File: src/rtl/mouse_pkg.sv
// Shared definitions for the mouse retiming path.
// Holds the default bus width, the visible-screen limits used as clamp defaults
// and the deepest pipeline the retimer supports.
package mouse_pkg;

    // Default width of the X/Y position buses coming from the PS/2 decoder.
    localparam int unsigned MOUSE_XY_W = 12;

    // Visible area for an 800x600 mode; highest legal coordinate on each axis.
    localparam int unsigned SCREEN_X_MAX = 799;
    localparam int unsigned SCREEN_Y_MAX = 599;

    // Deepest retiming pipeline supported (DEPTH is legal in 1..MOUSE_DEPTH_MAX).
    localparam int unsigned MOUSE_DEPTH_MAX = 8;

    // Warm-up counter width needed to reach DEPTH+1 without wrapping.
    function automatic int unsigned warmup_cnt_w(input int unsigned depth);
        return $clog2(depth + 2);
    endfunction

endpackage

File: src/rtl/mouse_event_detect.sv
// Event decoder for the retimed mouse stream.
// Keeps a copy of the previous buffered sample and compares it with the current
// one to produce one-cycle press/release/move strobes. Strobes are decoded only
// from registers, so there is no combinational path from the raw mouse inputs.
//
// Ports:
//   clk_i          pixel clock, rising edge
//   rst_i          synchronous active-high reset
//   cmp_en_i       high once both current and previous samples are post-reset
//   left_i         buffered left-button level
//   x_i, y_i       buffered position
//   left_press_o   0->1 on the buffered button
//   left_release_o 1->0 on the buffered button
//   moved_o        buffered X or Y differs from the previous cycle
module mouse_event_detect
    import mouse_pkg::*;
#(
    parameter int unsigned XY_W = MOUSE_XY_W
) (
    input  logic            clk_i,
    input  logic            rst_i,
    input  logic            cmp_en_i,
    input  logic            left_i,
    input  logic [XY_W-1:0] x_i,
    input  logic [XY_W-1:0] y_i,
    output logic            left_press_o,
    output logic            left_release_o,
    output logic            moved_o
);

    logic            prev_left_q, prev_left_d;
    logic [XY_W-1:0] prev_x_q, prev_x_d;
    logic [XY_W-1:0] prev_y_q, prev_y_d;

    always_comb begin
        prev_left_d = left_i;
        prev_x_d    = x_i;
        prev_y_d    = y_i;
    end

    always_ff @(posedge clk_i) begin
        if (rst_i) begin
            prev_left_q <= 1'b0;
            prev_x_q    <= '0;
            prev_y_q    <= '0;
        end else begin
            prev_left_q <= prev_left_d;
            prev_x_q    <= prev_x_d;
            prev_y_q    <= prev_y_d;
        end
    end

    // cmp_en_i suppresses strobes until the previous-sample register holds
    // real data, so nothing is reported against the cleared post-reset state.
    always_comb begin
        left_press_o   = cmp_en_i & left_i & ~prev_left_q;
        left_release_o = cmp_en_i & ~left_i & prev_left_q;
        moved_o        = cmp_en_i & ((x_i != prev_x_q) | (y_i != prev_y_q));
    end

endmodule

File: src/rtl/mouse_signal_pipe.sv
// Mouse-signal retiming pipeline between the PS/2 decoder and the game/draw logic.
// Optionally clamps the position to the visible area, delays button and position
// by DEPTH register stages, flags when the output holds post-reset data and
// produces aligned one-cycle event strobes.
//
// Ports:
//   pclk            pixel clock, all logic on the rising edge
//   rst             synchronous active-high reset
//   mouse_left      raw left-button level
//   mouse_xpos/ypos raw position (unsigned)
//   mouse_*_buf     clamped (if enabled) inputs delayed by exactly DEPTH edges
//   out_valid       pipeline output holds post-reset samples
//   left_press      one-cycle strobe on 0->1 of mouse_left_buf
//   left_release    one-cycle strobe on 1->0 of mouse_left_buf
//   moved           one-cycle strobe when buffered X or Y changed
module mouse_signal_pipe
    import mouse_pkg::*;
#(
    parameter int unsigned XY_W     = MOUSE_XY_W,
    parameter int unsigned DEPTH    = 2,
    parameter bit          CLAMP_EN = 1'b1,
    parameter int unsigned X_MAX    = SCREEN_X_MAX,
    parameter int unsigned Y_MAX    = SCREEN_Y_MAX
) (
    input  logic            pclk,
    input  logic            rst,
    input  logic            mouse_left,
    input  logic [XY_W-1:0] mouse_xpos,
    input  logic [XY_W-1:0] mouse_ypos,
    output logic            mouse_left_buf,
    output logic [XY_W-1:0] mouse_xpos_buf,
    output logic [XY_W-1:0] mouse_ypos_buf,
    output logic            out_valid,
    output logic            left_press,
    output logic            left_release,
    output logic            moved
);

    // Stage word layout: {left, x, y}.
    localparam int unsigned StageW = 2 * XY_W + 1;
    localparam int unsigned CntW   = warmup_cnt_w(DEPTH);

    localparam logic [XY_W-1:0] XLim     = XY_W'(X_MAX);
    localparam logic [XY_W-1:0] YLim     = XY_W'(Y_MAX);
    localparam logic [CntW-1:0] CntValid = CntW'(DEPTH);
    localparam logic [CntW-1:0] CntSat   = CntW'(DEPTH + 1);

    // ------------------------------------------------------------------
    // Input clamp (combinational, ahead of stage 0)
    // ------------------------------------------------------------------
    logic [XY_W-1:0]   x_c;
    logic [XY_W-1:0]   y_c;
    logic [StageW-1:0] stage_in;
    logic [StageW-1:0] stage_out;

    always_comb begin
        x_c = mouse_xpos;
        y_c = mouse_ypos;
        if (CLAMP_EN) begin
            if (mouse_xpos > XLim) x_c = XLim;
            if (mouse_ypos > YLim) y_c = YLim;
        end
        stage_in = {mouse_left, x_c, y_c};
    end

    // ------------------------------------------------------------------
    // Retiming pipeline: stage 0 takes the clamped input, stage k takes k-1
    // ------------------------------------------------------------------
    for (genvar k = 0; k < DEPTH; k++) begin : g_stage
        logic [StageW-1:0] stage_d;
        logic [StageW-1:0] stage_q;

        if (k == 0) begin : g_head
            assign stage_d = stage_in;
        end else begin : g_body
            assign stage_d = g_stage[k-1].stage_q;
        end

        always_ff @(posedge pclk) begin
            if (rst) begin
                stage_q <= '0;
            end else begin
                stage_q <= stage_d;
            end
        end
    end

    assign stage_out = g_stage[DEPTH-1].stage_q;

    always_comb begin
        mouse_left_buf = stage_out[StageW-1];
        mouse_xpos_buf = stage_out[2*XY_W-1:XY_W];
        mouse_ypos_buf = stage_out[XY_W-1:0];
    end

    // ------------------------------------------------------------------
    // Warm-up counter
    // DEPTH edges fill the pipeline; one more edge fills the previous-sample
    // register, after which comparisons are meaningful.
    // ------------------------------------------------------------------
    logic [CntW-1:0] cnt_q, cnt_d;
    logic            cmp_en;

    always_comb begin
        cnt_d = cnt_q;
        if (cnt_q != CntSat) begin
            cnt_d = cnt_q + 1'b1;
        end
    end

    always_ff @(posedge pclk) begin
        if (rst) begin
            cnt_q <= '0;
        end else begin
            cnt_q <= cnt_d;
        end
    end

    always_comb begin
        out_valid = (cnt_q >= CntValid);
        cmp_en    = (cnt_q == CntSat);
    end

    // ------------------------------------------------------------------
    // Event strobes
    // ------------------------------------------------------------------
    mouse_event_detect #(
        .XY_W (XY_W)
    ) u_event_detect (
        .clk_i          (pclk),
        .rst_i          (rst),
        .cmp_en_i       (cmp_en),
        .left_i         (mouse_left_buf),
        .x_i            (mouse_xpos_buf),
        .y_i            (mouse_ypos_buf),
        .left_press_o   (left_press),
        .left_release_o (left_release),
        .moved_o        (moved)
    );

endmodule

File: config.mk
export PLATFORM = sky130hd
export DESIGN_NAME = mouse_signal_pipe
export DESIGN_NICKNAME = d
export VERILOG_FILES = /design/src/rtl/mouse_pkg.sv /design/src/rtl/mouse_event_detect.sv /design/src/rtl/mouse_signal_pipe.sv
export SDC_FILE = /design/constraint.sdc
export NUM_CORES = 1
export LEC_CHECK = 0
export CAP_MARGIN = 20
export CORE_AREA = 2 2 88 65
export DETAILED_ROUTE_END_ITERATION = 6
export DIE_AREA = 0 0 90 67
export PLACE_DENSITY = 0.83
export SYNTH_ARGS = -nofsm -noshare
export SYNTH_HDL_FRONTEND = slang
export SYNTH_HIERARCHICAL = 1
export SYNTH_SLANG_ARGS = --single-unit
File: constraint.sdc
create_clock -name pclk -period 2 [get_ports pclk]
set_input_delay 0.2 -clock pclk [delete_from_list [all_inputs] [get_ports pclk]]
set_output_delay 0.2 -clock pclk [all_outputs]
set_load 0.02 [all_outputs]
==> metrics.md <==
| Metric | Value |
|---|---|
| R2r setup slk | 0.98 ns |
| RePlAce Congestion | 0.685 |
| Antenna Nets Post-Route | 0 |
| Total CTS buffers | 9 |
| Clk sink count | 77 |
| HPWL Detailed | 3150 µm |
| Skew-Pair Late Insertion Delay | 0.34 ns |
| Max-cap viol count | 0 |
| Drt pass-1 iters | 4 |
| PD cells | 901 nW/µm² |
| Fraction of layout cells with a size suffix above 1 | 0.0959 |
| CTS tree | yes |
| Tot Pwr | 0.00299 W |
| Routed met1 length | 2040 µm |
| Commonest non-fill, non-tap cells in the layout | dfxtp_1, nor2b_1, clkdlybuf4s50_1 |
| Worst Path Required | 1.80 ns |
| Wire per inst | 11.8 µm |
| Max IR drop VDD | 0.610 mV |
| Final WL | 4310 µm |
| Via density | 4.34 |
| Sequential-to-total area share from yosys stat | 0.619 |
| Antenna diode count | 0 |
| Drt drc | 0 |
| Initial DRC Count | 56 |
| Largest net degree at the start of global routing | 30 |
| CP endpoint kind | output pin |
| Die Ht | 67 µm |
| Worst EP arrival | 1.71 ns |
| Unique masters post-synth | 25 |
| Slew Limit Fails | 0 |
| Period Utilization, post-route | 0.954 |
| CTS max path bufs | 2 |
| Worst R2R End | cnt_q[1]$_SDFFE_PP0N_ |
| First-pass GRT wire length | 7000 µm |
| Clk root buf | clkbuf_8 |
| Mapped cell area | 2490 µm² |
| Status | finished clean |
| Die width | 90 µm |
| Fmax achieved | 524 MHz |
| Most common cell after layout, fill and taps aside | dfxtp_1 |
| # port buffers | 55 |
| Number of global-route vias before repair | 1,542 |
| Max layer used | met4 |
| Crit-path max FO | 3 |
| Hold/Removal Path Class | in2reg |
| Initial core utilization | 0.487 |
| Synth warn | 6 |
| Unrepaired setup endpoints after global routing | no |
| Syn Inst Count | 223 |
| Overall Global Routing Usage | 0.156 |
| # H-tree levels | 3 |
| # rows | 22 |
| Met3 WL | 230 µm |
| Worst Setup SP | g_stage[1].stage_q[17]$_SDFF_PP0_ |
| Core Util, Final | 0.649 |
| Synthesized flop and latch total | 77 |
| Hold Vio Cnt, Final | 0 |
| DR vias | 1,578 |
| Fillers | 406 |
| Area grow syn2layout | 33.4% |
| CTS clk-pin slew, worst paths | 0.07 ns |
| Final Skew | 0.00476 ns |
| Hold path endpoint | g_stage[0].stage_q[9]$_SDFF_PP0_ |
| Total core area | 5120 µm² |
| Setup WS post-layout | 0.0928 ns |
| Worst R2R Start | cnt_q[0]$_SDFFE_PP0N_ |
| Final setup fails | 0 |
| Hold path start | rst |
| Post-place setup slack | -0.00455 ns |
| Worst hold path stage count | 2 |
| Net count, final | 316 |
| Total gr overflow | 0 |
| Crit path launch type | register |
| WS Path Type | reg2out |
| Reg2reg path depth | 5 |
| Die area | 6030 µm² |
| Initial antenna violation count | 0 |
| Syn Area/Cell | 11.2 µm² |
| Lkg Pwr | 1.44 nW |
| Final min period | 1.91 ns |
| Met2 WL | 1980 µm |
| Top Ports | 56 |
metrics by stage:
stage,cells,setup TNS (ns),area [µm²],hold slack (ns)
2_1_floorplan,226,0,2500,0.272
4_1_cts,364,0,3310,0.217
3_5_place_dp,348,-0.00455,3130,0.420
3_3_place_gp,348,0,3130,0.416
6_report,364,0,3320,0.234
5_1_grt,364,0,3320,0.236
flip-flops by register name, summed over array words and instances (netlist names):
name / cells
cnt_q: 2
g_stage.stage_q: 50
u_event_detect/prev_left_q: 1
u_event_detect/prev_y_q: 12
u_event_detect/prev_x_q: 12
synth_stat cells:
master     instances  area [µm²]
dfxtp_1           77        1540
clkbuf_1           7        26.3
o311a_1            1        10.0
a21oi_1           12        60.1
nand4_1            3        18.8
a21o_1             1        7.51
ha_1               2        25.0
nor2b_1           51         319
a2111oi_2          1        15.0
xnor2_1            8        70.1
o31a_1             1        8.76
nor3_2             1        10.0
and4bb_2           1        12.5
nor4_1             5        31.3
and2_1             6        37.5
nor2_1             8        30.0
xor2_1            17         149
nand2_1            2        7.51
a2111oi_4          1        27.5
nor3_1             4        20.0
and3b_1            1        8.76
or2_2              1        6.26
inv_1             10        37.5
o21a_1             1        7.51
conb_1             1        3.75
kinds of logic after synthesis:
logic type | synth area share
AO/OA/AOI/OAI | 0.0548
buffers and inverters | 0.0256
adder cells (fa/ha/maj) | 0.0100
flip-flops | 0.619
AND/OR/NAND/NOR | 0.201
other | 0.00151
XOR/XNOR | 0.0879
final cells by class:
class,instances,area [µm²],share of cell area
multi-input combinational,132,912,0.274
timing repair buffer,57,563,0.169
sequential,77,1540,0.464
tap,72,90.1,0.0271
clock inverter,4,22.5,0.00678
clock buffer,12,155,0.0467
inverter,10,37.5,0.0113
report_power, final:
part / total (W) / internal (W) / switching [W]
Clock: 0.00102 / 0.000512 / 0.000505
Sequential: 0.00164 / 0.00161 / 0.0000392
Combinational: 0.000331 / 0.000176 / 0.000155
worst max-delay path, cell delays in order, from the launching register on:
cell	delay, ns
dfxtp_1	0.33
xor2_1	0.15
nor4_2	0.34
nand4_1	0.13
o31a_1	0.25
buf_2	0.16
routing by layer:
metal / vias to the layer above / track usage
met2: 41 / 0.262
met1: 698 / 0.176
li1: 833 / -
met4: 0 / 0.0462
met3: 6 / 0.0814
met5: - / 0
how the worst max path moves through the flow:
stage                           end  slack [ns]  cells past startpoint
after floorplan               moved        0.57                      4
after global placement        moved        0.02                      5
after detailed placement      moved      -0.005                      5
after CTS                 out_valid        0.01                      4
after global routing          moved       0.001                      5
final                         moved        0.09                      5
timing repair:
item	in CTS	in global routing
pin swaps	1	1
gates resized for setup	7	4
endpoints found under the setup margin	3	4
buffers inserted	0	0
hold buffers	0	0
Note: power is estimated with default switching activity, not from simulation.
